<file path="src/rtl/outlier_stream_drain.sv">
// Outlier stream drain: pops single positions from the outlier FIFO, packs two per
// AXI4-Stream beat and closes the cloud with a PAD-filled TLAST beat once the
// controller reports done and the FIFO has stayed empty long enough to be drained.
module outlier_stream_drain #(
  parameter int unsigned   N   = 16,
  parameter logic [N-1:0]  PAD = {N{1'b1}}
) (
  input  logic             clock,
  input  logic             reset,
  input  logic             done_in,
  input  logic             fifo_empty,
  input  logic [N-1:0]     fifo_dout,
  output logic             fifo_rd_en,
  output logic [2*N-1:0]   m_axis_tdata,
  output logic             m_axis_tvalid,
  input  logic             m_axis_tready,
  output logic             m_axis_tlast,
  output logic [N-1:0]     outlier_count,
  output logic [N-1:0]     beat_count,
  output logic             finished
);

  typedef enum logic [2:0] {
    StWait,
    StLatch,
    StSend,
    StClose,
    StLast,
    StDone
  } state_e;

  localparam logic [N-1:0] CountMax = {N{1'b1}};
  localparam logic [N-1:0] CountOne = {{(N-1){1'b0}}, 1'b1};

  state_e           state_q, state_d;
  logic             half_q, half_d;
  logic [N-1:0]     hold_q, hold_d;
  // Consecutive cycles with FIFO empty and done_in high.
  logic [1:0]       empty_done_cnt_q, empty_done_cnt_d;
  logic [2*N-1:0]   tdata_q, tdata_d;
  logic             tvalid_q, tvalid_d;
  logic             tlast_q, tlast_d;
  logic [N-1:0]     outlier_count_q, outlier_count_d;
  logic [N-1:0]     beat_count_q, beat_count_d;
  logic             finished_q, finished_d;

  // Read strobe: only one read in flight, since WAIT is left on every issued read.
  assign fifo_rd_en = (state_q == StWait) & ~fifo_empty & ~reset;

  assign m_axis_tdata  = tdata_q;
  assign m_axis_tvalid = tvalid_q;
  assign m_axis_tlast  = tlast_q;
  assign outlier_count = outlier_count_q;
  assign beat_count    = beat_count_q;
  assign finished      = finished_q;

  // Next-state and next-output computation for the drain FSM.
  always_comb begin
    state_d          = state_q;
    half_d           = half_q;
    hold_d           = hold_q;
    empty_done_cnt_d = empty_done_cnt_q;
    tdata_d          = tdata_q;
    tvalid_d         = tvalid_q;
    tlast_d          = tlast_q;
    outlier_count_d  = outlier_count_q;
    beat_count_d     = beat_count_q;
    finished_d       = finished_q;

    case (state_q)
      StWait: begin
        if (!fifo_empty) begin
          state_d          = StLatch;
          empty_done_cnt_d = 2'd0;
        end else if (done_in) begin
          // Two empty cycles are needed: a write just before done may not yet show
          // up on fifo_empty.
          empty_done_cnt_d = empty_done_cnt_q + 2'd1;
          if (empty_done_cnt_q == 2'd1) begin
            state_d = StClose;
          end
        end else begin
          empty_done_cnt_d = 2'd0;
        end
      end

      StLatch: begin
        if (outlier_count_q != CountMax) begin
          outlier_count_d = outlier_count_q + CountOne;
        end
        if (!half_q) begin
          hold_d  = fifo_dout;
          half_d  = 1'b1;
          state_d = StWait;
        end else begin
          tdata_d  = {hold_q, fifo_dout};
          tvalid_d = 1'b1;
          tlast_d  = 1'b0;
          half_d   = 1'b0;
          state_d  = StSend;
        end
      end

      StSend: begin
        if (m_axis_tready) begin
          tvalid_d     = 1'b0;
          beat_count_d = beat_count_q + CountOne;
          state_d      = StWait;
        end
      end

      StClose: begin
        tvalid_d = 1'b1;
        tlast_d  = 1'b1;
        // A lone leftover position goes in the upper half; otherwise pure terminator.
        tdata_d  = half_q ? {hold_q, PAD} : {PAD, PAD};
        half_d   = 1'b0;
        state_d  = StLast;
      end

      StLast: begin
        if (m_axis_tready) begin
          tvalid_d     = 1'b0;
          tlast_d      = 1'b0;
          beat_count_d = beat_count_q + CountOne;
          finished_d   = 1'b1;
          state_d      = StDone;
        end
      end

      StDone: begin
        state_d = StDone;
      end

      default: begin
        state_d = StWait;
      end
    endcase
  end

  // State and registered outputs; synchronous reset wins over everything.
  always_ff @(posedge clock) begin
    if (reset) begin
      state_q          <= StWait;
      half_q           <= 1'b0;
      hold_q           <= '0;
      empty_done_cnt_q <= 2'd0;
      tdata_q          <= '0;
      tvalid_q         <= 1'b0;
      tlast_q          <= 1'b0;
      outlier_count_q  <= '0;
      beat_count_q     <= '0;
      finished_q       <= 1'b0;
    end else begin
      state_q          <= state_d;
      half_q           <= half_d;
      hold_q           <= hold_d;
      empty_done_cnt_q <= empty_done_cnt_d;
      tdata_q          <= tdata_d;
      tvalid_q         <= tvalid_d;
      tlast_q          <= tlast_d;
      outlier_count_q  <= outlier_count_d;
      beat_count_q     <= beat_count_d;
      finished_q       <= finished_d;
    end
  end

endmodule

</file>
<file path="config.mk">
export PLATFORM = sky130hd
export DESIGN_NAME = outlier_stream_drain
export DESIGN_NICKNAME = d
export VERILOG_FILES = /design/src/rtl/outlier_stream_drain.sv
export SDC_FILE = /design/constraint.sdc
export NUM_CORES = 1
export LEC_CHECK = 0
export BUFFER_PORTS_ARGS = -buffer_cell sky130_fd_sc_hd__buf_4
export CORE_ASPECT_RATIO = 2
export CORE_MARGIN = 4
export CORE_UTILIZATION = 44
export CTS_CLUSTER_DIAMETER = 40
export DETAILED_ROUTE_END_ITERATION = 8
export GPL_TIMING_DRIVEN = 0
export HOLD_SLACK_MARGIN = 0.08
export PLACE_DENSITY_LB_ADDON = 0.2
export SLEW_MARGIN = 10
export SYNTH_ARGS = -nofsm -noshare
export SYNTH_HDL_FRONTEND = slang
export SYNTH_SLANG_ARGS = --single-unit
</file>
<file path="constraint.sdc">
create_clock -name clock -period 2 [get_ports clock]
set_input_delay 0.5 -clock clock [delete_from_list [all_inputs] [get_ports clock]]
set_output_delay 0.5 -clock clock [all_outputs]
set_load 0.03 [all_outputs]
</file>
==> reports/qor.csv <==
metric,value,unit
status,"finished, violations left",
violations,setup timing,
diodes,0,
drv_slew,0,
synth-seq-area-share,46.8,%
crit_type,reg2reg,
clock_skew,0.00799,ns
synthCells,461,
grtUsageMet2,36.1,%
clkSinkCount,89,
startpoint,state_q[2]$_SDFFE_PP0P_,
io_buffers,87,
start_util,45.5,%
gp_congestion,0.833,
wl_per_cell,15.4,um
track_usage,20.4,%
dieArea,10300,um^2
gr-total-overflow,0,
hold_viol,0,
area_delta_synth_final,32.2,%
cp.arrival,2.33,ns
crit_path_end_kind,flip-flop,
timing.critical_path.mode_cell,or4_4,
r2r_slack,-0.04,ns
hpwl,7710,um
leakagePower,1.88,nW
place_inst,646,
pin_count,89,
preCtsSetupSlack,-0.370,ns
chipHeight,139,um
tightest_slew,0.541,ns
route.detailed.drc,0,
placed_area,4590,um^2
final_cell_mix,"99 x buf_4, 86 x dfxtp_1, 84 x nand2_1",
avgViaCountPerCell,5.50,
fmax,490,MHz
drtAntennaViolNets,0,
hp-class,in2reg,
worst-path-max-fanout,8,
period_share,102,%
initialDrtViolationCount,104,
critPathMaxStageDelay,0.59,ns
yosysTopAreaCellShare,46.8,%
yosysTopAreaCell,dfxtp_1,
ys_types,42,
layout_commonest_cell,buf_4,
worstRegToRegCells,5,
drv_cap,0,
clk_pin_slew_worst_paths,0.07,ns
synth_warnings,0,
drive_gt1_share,25.9,%
gr-usage-met1,22.9,%
antenna_found_initial,0,
firstDrtPassIters,4,
tns,-0.136,ns
root_buffer,clkbuf_16,
vias,3677,
synth_nets,485,
regToRegEndpoint,outlier_count[15]$_SDFFE_PP0P_,
clkLatencyLatePin,0.35,ns
busiest_layer,met2,
synth_area,3800,um^2
r2r_start,state_q[2]$_SDFFE_PP0P_,
final_cells,669,
wl,10300,um
avgSynthCellArea,8.25,um^2
cts_made_buffers,9,
die_x,73.7,um
grt_pass1_wl,16700,um
cts_buffer_depth,2,
htreeDepth,3,
maxSlewHeadroom,63.9,%
synthTopCellsByArea,"dfxtp_1 47%, nand2_1 8.3%, a21oi_1 4.9%",
crit_end,outlier_count[15]$_SDFFE_PP0P_,
ir_drop,0.000614,V
design_area,5030,um^2
powerDensity,1040,nW/um^2
grt_setup_unrepaired,true,
fp-row-count,47,
final_nets,590,
core,8350,um^2
required,2.28,ns
ys_ff_latch,89,
grt_util_met3,4.48,%
grt_max_degree,16,
tritoncts,built,
period_minus_slack,2.04,ns
cp-start-kind,flip-flop,
grt_pass1_vias,3552,
crit_chain,buf_6 -> or3b_4 -> or4_4 -> or4_4 -> a21oi_2,
slowest_stage,or4_4,
fin_ws,-0.0427,ns
postCtsHoldBufs,0,
final-setup-viol-count,5,
routing by layer:
metal	vias up	wire, um
li1	1847	-
met1	1716	4040
met3	19	562
met5	-	0
met2	95	5460
met4	0	244
worst min path at each step:
stage | from | to | depth (start not counted)
final | fifo_dout[2] | hold_q[2]$_SDFFE_PP0P_ | 3
after global routing | fifo_dout[6] | hold_q[6]$_SDFFE_PP0P_ | 3
after CTS | fifo_dout[2] | hold_q[2]$_SDFFE_PP0P_ | 3
after detailed placement | hold_q[7]$_SDFFE_PP0P_ | hold_q[7]$_SDFFE_PP0P_ | 2
after global placement | hold_q[13]$_SDFFE_PP0P_ | hold_q[13]$_SDFFE_PP0P_ | 2
after floorplan | hold_q[0]$_SDFFE_PP0P_ | hold_q[0]$_SDFFE_PP0P_ | 2
synth_stat cells:
cell	n
nor2_1	41
nand4_1	6
o41ai_1	3
mux2i_1	1
xor2_1	5
or3_1	7
nor3_1	5
nand2b_1	2
or3b_4	1
and2_1	2
a211oi_1	7
o21ai_0	8
a22oi_1	1
a2111oi_0	1
a21oi_1	37
buf_1	4
or4_4	1
nor4_1	1
nand3_1	12
a31oi_1	19
nand3b_1	3
or4_1	9
dfxtp_1	89
nand2_1	84
a221oi_1	1
nor2b_1	8
o311ai_0	2
nand4bb_1	2
inv_1	24
nor3b_1	1
o31ai_1	8
buf_6	1
clkbuf_1	25
xnor2_1	4
nor4bb_1	1
buf_2	1
a311oi_1	18
and3_1	2
mux2_2	7
ha_1	3
and4_1	3
a311o_1	1
power by group:
part	switching [mW]	internal (mW)	total [mW]
combinational	0.879	0.591	1.47
clock	0.721	0.917	1.64
sequential	0.148	1.99	2.14
cell type report:
| type | instances | area [um^2] |
|---|---|---|
| Clock inverter | 5 | 38.8 |
| Sequential cell | 89 | 1790 |
| Clock buffer | 11 | 253 |
| Inverter | 24 | 90.1 |
| Tap cell | 98 | 123 |
| Timing Repair Buffer | 99 | 743 |
| Fill cell | 771 | 3320 |
| Multi-Input combinational cell | 317 | 1850 |
| Buffer | 26 | 135 |
timing repair:
item | 4_1_cts | 5_1_grt
resized for setup | 16 | 14
setup endpoints to repair | 43 | 42
pin swaps | 5 | 4
setup buffers | 9 | 3
cells by family (layout without fill, tap and decap cells):
kind of cell	count (synthesis)	in the layout	share of synthesized area, %
AO/OA/AOI/OAI	106	106	18.2
XOR/XNOR	9	9	2.07
adder cells (fa/ha/maj)	3	3	0.987
buffers and inverters	55	165	5.66
flip-flops	89	89	46.8
multiplexers	8	8	2.34
AND/OR/NAND/NOR	191	191	23.9
state kept, by name, summed over array words and instances, names as in the netlist:
signal,count
m_axis_tvalid,1
outlier_count,16
state_q,3
empty_done_cnt_q,2
finished,1
m_axis_tdata,32
half_q,1
beat_count,16
hold_q,16
m_axis_tlast,1
stage by stage:
step                      util [%]  hold slack [ns]  power (mW)
final                         60.2            0.412        5.25
after global routing          60.2            0.419        5.48
after CTS                     59.6            0.401        5.23
after detailed placement      54.9            0.448        3.50
after global placement        54.9            0.446        3.47
after floorplan                  -            0.436        3.04
worst max-delay path, delay by kind of cell (launching register included):
family          cells  cell delay (ns)
simple gates        3             1.42
compound gates      1             0.12
buf+inv             1             0.13
flops               1             0.32
Note: power is estimated with default switching activity, not from simulation.
